===== config.mk =====
export PLATFORM = sky130hd
export DESIGN_NAME = coremem_arbiter
export DESIGN_NICKNAME = d
export VERILOG_FILES = /design/src/rtl/coremem_arbiter.sv
export SDC_FILE = /design/constraint.sdc
export NUM_CORES = 1
export LEC_CHECK = 0
export BUFFER_PORTS_ARGS = -buffer_cell sky130_fd_sc_hd__buf_2
export CORE_AREA = 2 2 87 89
export CTS_CLUSTER_SIZE = 8
export DETAILED_ROUTE_END_ITERATION = 8
export DIE_AREA = 0 0 89 91
export SKIP_CTS_REPAIR_TIMING = 1
export SLEW_MARGIN = 15
export SYNTH_ARGS = -nofsm -noshare
export SYNTH_HDL_FRONTEND = slang
export SYNTH_SLANG_ARGS = --single-unit

===== constraint.sdc =====
create_clock -name clk_i -period 1.33 [get_ports clk_i]
set_input_delay 0.0665 -clock clk_i [delete_from_list [all_inputs] [get_ports clk_i]]
set_output_delay 0.0665 -clock clk_i [all_outputs]
set_load 0.1 [all_outputs]

===== src/rtl/coremem_arbiter.sv =====
// Shares one single-port 1-cycle SRAM between data and fetch ports.
// Round-robin or data-first arbitration with a fetch starvation bound.
module coremem_arbiter #(
    parameter int unsigned AW         = 16,
    parameter int unsigned ARB_MODE   = 0,
    parameter int unsigned STARVE_MAX = 4
) (
    input  logic          clk_i,
    input  logic          rst_ni,
    input  logic          data_req_i,
    input  logic          data_we_i,
    input  logic [3:0]    data_be_i,
    input  logic [AW-1:0] data_addr_i,
    input  logic [31:0]   data_wdata_i,
    output logic          data_gnt_o,
    output logic          data_rvalid_o,
    output logic [31:0]   data_rdata_o,
    input  logic          instr_req_i,
    input  logic [AW-1:0] instr_addr_i,
    output logic          instr_gnt_o,
    output logic          instr_rvalid_o,
    output logic [31:0]   instr_rdata_o,
    output logic          CE,
    output logic          WE,
    output logic [AW-1:0] mem_addr_o,
    output logic [3:0]    mem_be_o,
    output logic [31:0]   mem_wdata_o,
    input  logic [31:0]   mem_rdata_i
);

    typedef enum logic [1:0] {
        RESP_NONE  = 2'd0,
        RESP_DATA  = 2'd1,
        RESP_INSTR = 2'd2
    } resp_e;

    typedef enum logic {
        WIN_DATA  = 1'b0,
        WIN_INSTR = 1'b1
    } port_e;

    localparam logic [3:0] SMAX = 4'(STARVE_MAX);

    resp_e      resp_q, resp_d;
    port_e      last_q, last_d;
    logic [3:0] starve_q, starve_d;
    logic       data_pref;
    logic       data_win;
    logic       instr_win;

    // Which port takes a cycle when both are requesting
    always_comb begin
        data_pref = 1'b1;
        if (ARB_MODE == 0) begin
            data_pref = (last_q == WIN_INSTR);
        end else begin
            data_pref = (starve_q != SMAX);
        end
    end

    // Grant decision; nothing is granted while reset is held
    always_comb begin
        data_win  = 1'b0;
        instr_win = 1'b0;
        if (rst_ni) begin
            unique case ({data_req_i, instr_req_i})
                2'b11: begin
                    data_win  = data_pref;
                    instr_win = ~data_pref;
                end
                2'b10:   data_win  = 1'b1;
                2'b01:   instr_win = 1'b1;
                default: ;
            endcase
        end
    end

    // SRAM strobes and request fields muxed from the winner
    always_comb begin
        CE          = data_win | instr_win;
        WE          = data_win & data_we_i;
        mem_addr_o  = instr_win ? instr_addr_i : data_addr_i;
        mem_be_o    = (data_win && data_we_i) ? data_be_i : 4'hF;
        mem_wdata_o = data_wdata_i;
    end

    assign data_gnt_o  = data_win;
    assign instr_gnt_o = instr_win;

    // Next response tag, round-robin history and starvation count
    always_comb begin
        resp_d = RESP_NONE;
        last_d = last_q;
        if (data_win) begin
            resp_d = RESP_DATA;
            last_d = WIN_DATA;
        end else if (instr_win) begin
            resp_d = RESP_INSTR;
            last_d = WIN_INSTR;
        end
        starve_d = 4'd0;
        if (instr_req_i && !instr_win) begin
            starve_d = (starve_q < SMAX) ? starve_q + 4'd1 : SMAX;
        end
    end

    // State registers; reset drops any response in flight
    always_ff @(posedge clk_i or negedge rst_ni) begin
        if (!rst_ni) begin
            resp_q   <= RESP_NONE;
            last_q   <= WIN_INSTR;
            starve_q <= 4'd0;
        end else begin
            resp_q   <= resp_d;
            last_q   <= last_d;
            starve_q <= starve_d;
        end
    end

    assign data_rvalid_o  = (resp_q == RESP_DATA);
    assign instr_rvalid_o = (resp_q == RESP_INSTR);
    assign data_rdata_o   = mem_rdata_i;
    assign instr_rdata_o  = mem_rdata_i;

endmodule


==> run_results.csv, run 1 <==
group,metric,value,unit
floorplanning,std_cell_rows,31,
layout,n_antenna_cell,0,
sta,worst_pin_slew,0.486,ns
clock_tree,clk_pin_slew,0.03,ns
synth,synth_top_area_share,64.0,%
global_routing,grt_overflow,0,
detailed_routing,post-route-drc-count,0,
layout,multi_input_area,350,µm²
setup_path,r2r_start,"data_pref",
synth,synth_top_area_cell,"buf_4",
sta,finalMaxSlewViolations,0,
synth,synth_compound_area_share,1.67,%
job,drv_cap,0,
sta,min_period_over_period,122,%
synth,ys_seq_area_share,6.78,%
detailed_routing,wl_met2,1330,µm
layout,fillers,801,
synth,synth-simple-area-share,6.89,%
setup_path,reg2reg_depth,5,
setup_path,setup.worst_path.end,"mem_addr_o[7]",
setup_path,critPathLaunchType,"register",
placed_design,placed_area,1230,µm²
synth,avgSynthCellArea,8.47,µm²
worst_hold_path,worstHoldStart,"data_req_i",
detailed_routing,wl_met1,562,µm
clock_tree,cts.sink_count,3,
clock_tree,htree_levels,1,
layout,stdcell_area,1370,µm²
global_routing,grt_pass1_vias,683,
global_routing,antenna_found_initial,0,
synth,synth_edf_count,0,
setup_path,crit_fanout,8,
sta,fmax,614,MHz
sta,layout_min_cycle_time,1.63,ns
synth,synthArstFlopShare,100,%
sta,slew_headroom,67.8,%
setup_path,crit_arrival,1.56,ns
setup_path,crit_type,"register to output port",
clock_tree,cts_inserted_buffers,3,
global_routing,grt_pass1_wl,3080,µm
synth,synthAdderAreaFrac,0,%
detailed_routing,vias,663,
synth,synthCells,133,
synth,yosysUniqueCellTypes,17,
clock_tree,clk_latency,0.22,ns
sta,setup_viol,23,
sta,rsz0062_at_grt,"yes",
worst_hold_path,min_path_type,"input pin to register",
layout,seqCellArea,76.3,µm²
detailed_routing,antenna_left,0,
layout,area_growth,21.4,%
layout,finalCoreUtilization,19.2,%
power_and_ir_drop,ir_drop,0.000245,V
sta,worst_hold_slack,0.0744,ns
clock_tree,cts_tree,"yes",
detailed_routing,viasPerCell,3.14,
sta,skew,0.000837,ns
detailed_routing,wl_met3,356,µm
placed_design,dp_slack,-0.136,ns
placed_design,gp_congestion,0.571,
synth,ys.flop_type,"dfrtp_1",
synth,synth_area_leaders,"buf_4, mux2_4, mux2_2",
synth,yosys_register_bits,3,
layout,layout.nets,218,
sta,setup_ws,-0.299,ns
floorplanning,io_pins,227,
clock_tree,ctsRootBufferMaster,"clkbuf_8",
detailed_routing,top_layer_used,"met4",
power_and_ir_drop,p_leak,0.684,nW
setup_path,r2r_end,"resp_q[1]",
layout,drive_above_1_share,89.3,%
status,violations,"setup timing",
floorplanning,die_h,91,µm
detailed_routing,drtIter0Drc,5,
setup_path,worstSetupEndpointType,"output port",
setup_path,rrSetupSlack,0.20,ns
clock_tree,max-clock-path-buffers,2,
floorplanning,die_area,8100,µm²
synth,yosys_warnings,0,
synth,synth_top_family_by_area,"buffers and inverters",
global_routing,grt_max_degree,18,
detailed_routing,first_pass_iters,4,
floorplanning,start_util,15.8,%
detailed_routing,routed_wl,2520,µm
setup_path,required,1.26,ns
setup_path,worstSetupStartpoint,"data_pref",
synth,synthesis.area,1130,µm²
floorplanning,core,7140,µm²
global_routing,grt_use_total,5.28,%
placed_design,io_buffer_count,66,
synth,synth_common_cells,"buf_4, mux2_2, mux2_4, or2_2, inv_1",
synth,synth_mux_area_share,18.7,%
power_and_ir_drop,powerDensity,925,nW/µm²
placed_design,dp_hpwl,2040,µm
floorplanning,die_w,89,µm
detailed_routing,wl_per_cell,11.9,µm
sta,hold_viol_final,0,
synth,synth_xor_area_share,0,%
synth,synth_most_common_cell,"buf_4",
status,status,"finished with violations",
synth,syn-num-nets,238,
worst min path at each step:
stage                end  slack (ns)  cells after the start
3_5_place_dp   resp_q[0]       -0.09                      1
6_report       data_pref        0.07                      2
4_1_cts        resp_q[0]       -0.31                      1
3_3_place_gp   resp_q[1]       -0.09                      1
2_1_floorplan  resp_q[0]       -0.23                      0
5_1_grt        data_pref        0.09                      2
final cells by class:
cell class / instances / area share [%]
multi-input cells: 30 / 25.6
well taps: 99 / 9.06
inverters: 3 / 1.37
clock buffers: 4 / 3.29
repair buffers: 72 / 55.1
flip-flops and latches: 3 / 5.58
state kept, by name, summed over array words and instances (netlist names):
name,count
resp_q,2
data_pref,1
cells in the final DEF (no fill, tap or decap), drive strengths merged, types with 2 or more instances in the layout:
cell type / n
buf: 70
clkbuf: 5
clkinvlp: 2
dfrtp: 2
mux2: 16
nor2b: 2
or2: 4
power breakdown:
group / internal [W] / leakage, nW / switching, W / total, W
logic: 0.000346 / 0.624 / 0.000540 / 0.000886
registers: 0.000107 / 0.0369 / 0.00000609 / 0.000113
clock network: 0.000204 / 0.0228 / 0.0000610 / 0.000265
per-layer routing:
| metal | up-vias | GRT usage, % |
|---|---|---|
| li1 | 280 | - |
| met5 | - | 0 |
| met2 | 64 | 8.77 |
| met3 | 38 | 2.73 |
| met4 | 0 | 7.34 |
| met1 | 281 | 3.27 |
cell families (layout without fill, tap and decap cells):
family                 Yosys count  count (layout)
AO/OA/AOI/OAI                    3               3
buffers and inverters          100              79
flip-flops                       3               3
multiplexers                    16              16
AND/OR/NAND/NOR                 11              11
worst max-delay path, stage by stage (launching register included):
cell       delay, ns
dfstp_2         0.53
nand2_2         0.06
nand3_4         0.09
clkbuf_16       0.18
mux2_4          0.31
buf_12          0.17
per-stage QoR:
| stage | setup TNS, ns | instances | total power, W |
|---|---|---|---|
| finish | -6.07 | 211 | 0.00126 |
| detailed placement | -1.74 | 205 | 0.000981 |
| global placement | -1.40 | 205 | 0.000974 |
| floorplan | -1.59 | 133 | 0.00204 |
| CTS | -6.98 | 209 | 0.00125 |
| global route | -7.47 | 211 | 0.00131 |
Note: power is estimated with default switching activity, not from simulation.
==> inputs of run 2 (changes only) <==
- RECOVER_POWER: unset -> 100
==> run_results.csv, run 2 (synthesis gave the netlist of run 1 again) <==
group,metric,value,unit
sta,setup_ws,-0.299,ns
global_routing,grt_util_met2,8.77,%
power_and_ir_drop,powerDensity,925,nW/µm²
detailed_routing,drtIter0Drc,5,
global_routing,grt_max_degree,18,
layout,finalNonFillerCells,211,
sta,finalMaxSlewViolations,0,
sta,worst_pin_slew,0.541,ns
placed_design,dp_slack,-0.136,ns
layout,largest_reg_flops,2,
placed_design,dp.cells,205,
global_routing,antenna_found_initial,0,
global_routing,grt_pass1_wl,3080,µm
sta,layout_min_cycle_time,1.63,ns
sta,setup-tns-final,-6.07,ns
setup_path,crit_type,"register to output port",
global_routing,grt_overflow,0,
floorplanning,core,7140,µm²
setup_path,worstSetupEndpointType,"output port",
layout,fillers,801,
sta,skew,0.000837,ns
layout,layout.nets,218,
sta,min_period_over_period,122,%
clock_tree,clk_latency,0.22,ns
floorplanning,die_h,91,µm
global_routing,grt_pass1_vias,683,
power_and_ir_drop,ir_drop,0.000245,V
global_routing,grt-busiest-layer,"met2",
detailed_routing,routed_wl,2520,µm
layout,area_growth,21.4,%
setup_path,rrSetupSlack,0.20,ns
clock_tree,max-clock-path-buffers,2,
floorplanning,start_util,15.8,%
setup_path,crit_fanout,8,
worst_hold_path,min_path_type,"input pin to register",
detailed_routing,vias,663,
floorplanning,die_w,89,µm
floorplanning,io_pins,227,
detailed_routing,first_pass_iters,4,
clock_tree,cts_tree,"yes",
global_routing,grt_use_total,5.28,%
clock_tree,ctsRootBufferMaster,"clkbuf_8",
clock_tree,htree_levels,1,
sta,setup_viol,23,
clock_tree,clk_pin_slew,0.03,ns
clock_tree,cts.sink_count,3,
layout,mostFrequentLayoutCell,"buf_2",
layout,multi_input_area,350,µm²
floorplanning,std_cell_rows,31,
job,drv_cap,0,
layout,finalCoreUtilization,19.2,%
setup_path,worstPathCellList,"nand2_2 > nand3_4 > clkbuf_16 > mux2_4 > buf_12",
layout,mostFrequentLayoutCells,"buf_2, buf_12, mux2_4",
detailed_routing,antenna_left,0,
power_and_ir_drop,p_total,0.00126,W
status,status,"finished with violations",
layout,regMostFlops,"resp_q",
sta,fmax,614,MHz
setup_path,slowest_stage,"dfstp_2",
placed_design,gp_congestion,0.571,
setup_path,required,1.26,ns
power_and_ir_drop,p_leak,0.683,nW
global_routing,grt_use_met3,2.73,%
placed_design,dp_hpwl,2040,µm
sta,hold_viol_final,0,
status,violations,"setup timing",
detailed_routing,viasPerCell,3.14,
sta,slew_headroom,64.1,%
detailed_routing,post-route-drc-count,0,
layout,n_antenna_cell,0,
sta,rsz0062_at_grt,"yes",
clock_tree,cts_inserted_buffers,3,
setup_path,crit_arrival,1.56,ns
global_routing,grtUsageMet1,3.27,%
setup_path,critPathLaunchType,"register",
placed_design,io_buffer_count,66,
setup_path,max_stage_delay,0.53,ns
layout,drive_above_1_share,89.3,%
floorplanning,die_area,8100,µm²
detailed_routing,wl_per_cell,11.9,µm
layout,seqCellArea,76.3,µm²
-- run 2: final timing paths --
kind | from | to | depth (start not counted)
worst min-delay path | data_req_i | data_pref | 2
worst min register to register | data_pref | data_pref | 3
worst max-delay path | data_pref | mem_addr_o[7] | 5
worst max register to register | data_pref | resp_q[1] | 5
max in group asynchronous | rst_ni | data_pref | 2
min in group asynchronous | rst_ni | resp_q[0] | 2
-- run 2: through the flow --
stage,area (µm²),hold WS (ns)
final,1370,0.0740
after global routing,1370,0.0903
after CTS,1270,-0.313
after detailed placement,1230,-0.0853
after global placement,1230,-0.0886
after floorplan,1180,-0.229
-- run 2: final cells by class --
type	instances	share of cell area, %
timing repair buffer	72	55.1
multi-input combinational	30	25.6
tap	99	9.06
sequential	3	5.58
clock buffer	4	3.29
inverter	3	1.37
-- run 2: critical path: cells and delay by family, from the launching register on --
| kind | cells | cell delay [ns] |
|---|---|---|
| and+or+nand+nor | 2 | 0.15 |
| muxes | 1 | 0.31 |
| DFF | 1 | 0.53 |
| buffers and inverters | 2 | 0.35 |
-- run 2: per-layer routing --
layer / part of all wire (%) / wire, µm / up-vias
met3: 14 / 356 / 38
met4: 11 / 268 / 0
li1: - / - / 280
met5: 0 / 0 / -
met2: 53 / 1330 / 64
met1: 22 / 562 / 281
-- run 2: power by group --
group          leakage (nW)  switching [W]  internal (W)  total (W)
Combinational         0.624       0.000540      0.000346   0.000886
Clock                0.0228      0.0000610      0.000204   0.000265
Sequential           0.0369     0.00000609      0.000107   0.000113
Total                 0.683       0.000607      0.000657    0.00126
==> inputs of run 3 (changes only) <==
- clock period: 1.33 -> 1.32 ns (I/O delays scaled with it)
==> run_results.csv, run 3 (synthesis gave the netlist of run 1 again) <==
group,metric,value,unit
layout,layout.nets,218,
sta,layout_min_cycle_time,1.63,ns
floorplanning,die_area,8100,µm²
sta,rsz0062_at_grt,"yes",
floorplanning,start_util,15.8,%
setup_path,crit_type,"register to output port",
layout,regMostFlops,"resp_q",
detailed_routing,routed_wl,2650,µm
power_and_ir_drop,p_leak,0.685,nW
status,violations,"setup timing",
global_routing,antenna_found_initial,0,
clock_tree,htree_levels,1,
layout,drive_above_1_share,89.3,%
clock_tree,cts.sink_count,3,
layout,n_antenna_cell,0,
global_routing,grtUsageMet1,3.71,%
placed_design,io_buffer_count,66,
setup_path,slowest_stage,"dfstp_2",
clock_tree,clk_latency,0.22,ns
placed_design,dp_slack,-0.230,ns
sta,setup_viol,23,
detailed_routing,antenna_left,0,
placed_design,gp_congestion,0.632,
detailed_routing,vias,671,
floorplanning,die_w,89,µm
layout,largest_reg_flops,2,
status,status,"finished with violations",
sta,slew_headroom,64.0,%
clock_tree,clk_pin_slew,0.03,ns
detailed_routing,wl_per_cell,12.6,µm
sta,skew,0.00112,ns
setup_path,crit_fanout,5,
sta,worst_pin_slew,0.543,ns
clock_tree,max-clock-path-buffers,2,
layout,mostFrequentLayoutCells,"buf_2, buf_12, mux2_4",
detailed_routing,viasPerCell,3.18,
global_routing,grt_use_total,5.43,%
sta,fmax,613,MHz
setup_path,worstSetupEndpointType,"output port",
floorplanning,core,7140,µm²
placed_design,dp_hpwl,2070,µm
sta,min_period_over_period,124,%
global_routing,grt_max_degree,18,
power_and_ir_drop,ir_drop,0.000211,V
layout,area_growth,21.8,%
floorplanning,io_pins,227,
job,drv_cap,0,
clock_tree,cts_inserted_buffers,3,
floorplanning,std_cell_rows,31,
power_and_ir_drop,powerDensity,934,nW/µm²
sta,finalMaxSlewViolations,0,
setup_path,worstPathCellList,"nand2b_1 > nand4_1 > buf_6 > or2_4 > buf_12",
global_routing,grt_overflow,0,
sta,hold_viol_final,0,
global_routing,grt-busiest-layer,"met2",
global_routing,grt_util_met2,8.40,%
sta,setup_ws,-0.312,ns
layout,finalCoreUtilization,19.2,%
layout,mostFrequentLayoutCell,"buf_2",
global_routing,grt_use_met3,3.00,%
setup_path,critPathLaunchType,"register",
setup_path,max_stage_delay,0.53,ns
clock_tree,ctsRootBufferMaster,"clkbuf_8",
detailed_routing,drtIter0Drc,6,
detailed_routing,post-route-drc-count,0,
global_routing,grt_pass1_vias,653,
floorplanning,die_h,91,µm
global_routing,grt_pass1_wl,3190,µm
setup_path,crit_arrival,1.57,ns
setup_path,required,1.25,ns
clock_tree,cts_tree,"yes",
worst_hold_path,min_path_type,"input pin to register",
detailed_routing,first_pass_iters,2,
[run 3: cell count changes in the layout (fill, tap and decap cells not counted)]
| cell | before | now |
|---|---|---|
| buf_4 | 3 | 2 |
| buf_6 | 0 | 1 |
[run 3: stage by stage]
step           setup TNS, ns  hold slack (ns)  cells  area [µm²]  total power, W
2_1_floorplan          -1.71           -0.230    133        1180         0.00205
3_3_place_gp           -1.99          -0.0910    204        1220        0.000980
3_5_place_dp           -2.40          -0.0900    204        1220        0.000987
4_1_cts                -7.59           -0.319    208        1260         0.00126
5_1_grt                -7.45            0.101    211        1370         0.00132
6_report               -6.39           0.0769    211        1370         0.00128
[run 3: layout make-up]
| cell class | count | area (µm²) |
|---|---|---|
| clock buffer | 4 | 45.0 |
| fill | 800 | 5770 |
| inverter | 3 | 18.8 |
| multi-input combinational | 30 | 350 |
| sequential | 3 | 76.3 |
| tap | 99 | 124 |
| timing repair buffer | 72 | 757 |
[run 3: critical path: cells and delay by family, from the launching register on]
| kind | cells | cell delay (ns) |
|---|---|---|
| flops | 1 | 0.53 |
| simple gates | 3 | 0.50 |
| buf+inv | 2 | 0.31 |
[run 3: final timing paths]
| check | start | to | slack, ns | cells past startpoint |
|---|---|---|---|---|
| worst min register to register | data_pref | data_pref | 0.66 | 3 |
| min in group asynchronous | rst_ni | resp_q[0] | 0.30 | 2 |
| max in group asynchronous | rst_ni | data_pref | 0.79 | 2 |
| worst min-delay path | data_req_i | data_pref | 0.08 | 2 |
| worst max register to register | data_pref | resp_q[1] | 0.17 | 5 |
| worst max-delay path | data_pref | mem_be_o[2] | -0.31 | 5 |
[run 3: routing by layer]
metal / up-vias / wire (µm) / part of all wire, %
met3: 43 / 374 / 14
met1: 280 / 686 / 26
met2: 65 / 1330 / 50
li1: 283 / - / -
met4: 0 / 264 / 10
met5: - / 0 / 0
[run 3: power by group]
part,total [W],switching [W],leakage (nW),internal [W]
registers,0.000114,0.00000648,0.0369,0.000107
logic,0.000896,0.000546,0.625,0.000350
clock network,0.000271,0.0000647,0.0228,0.000206
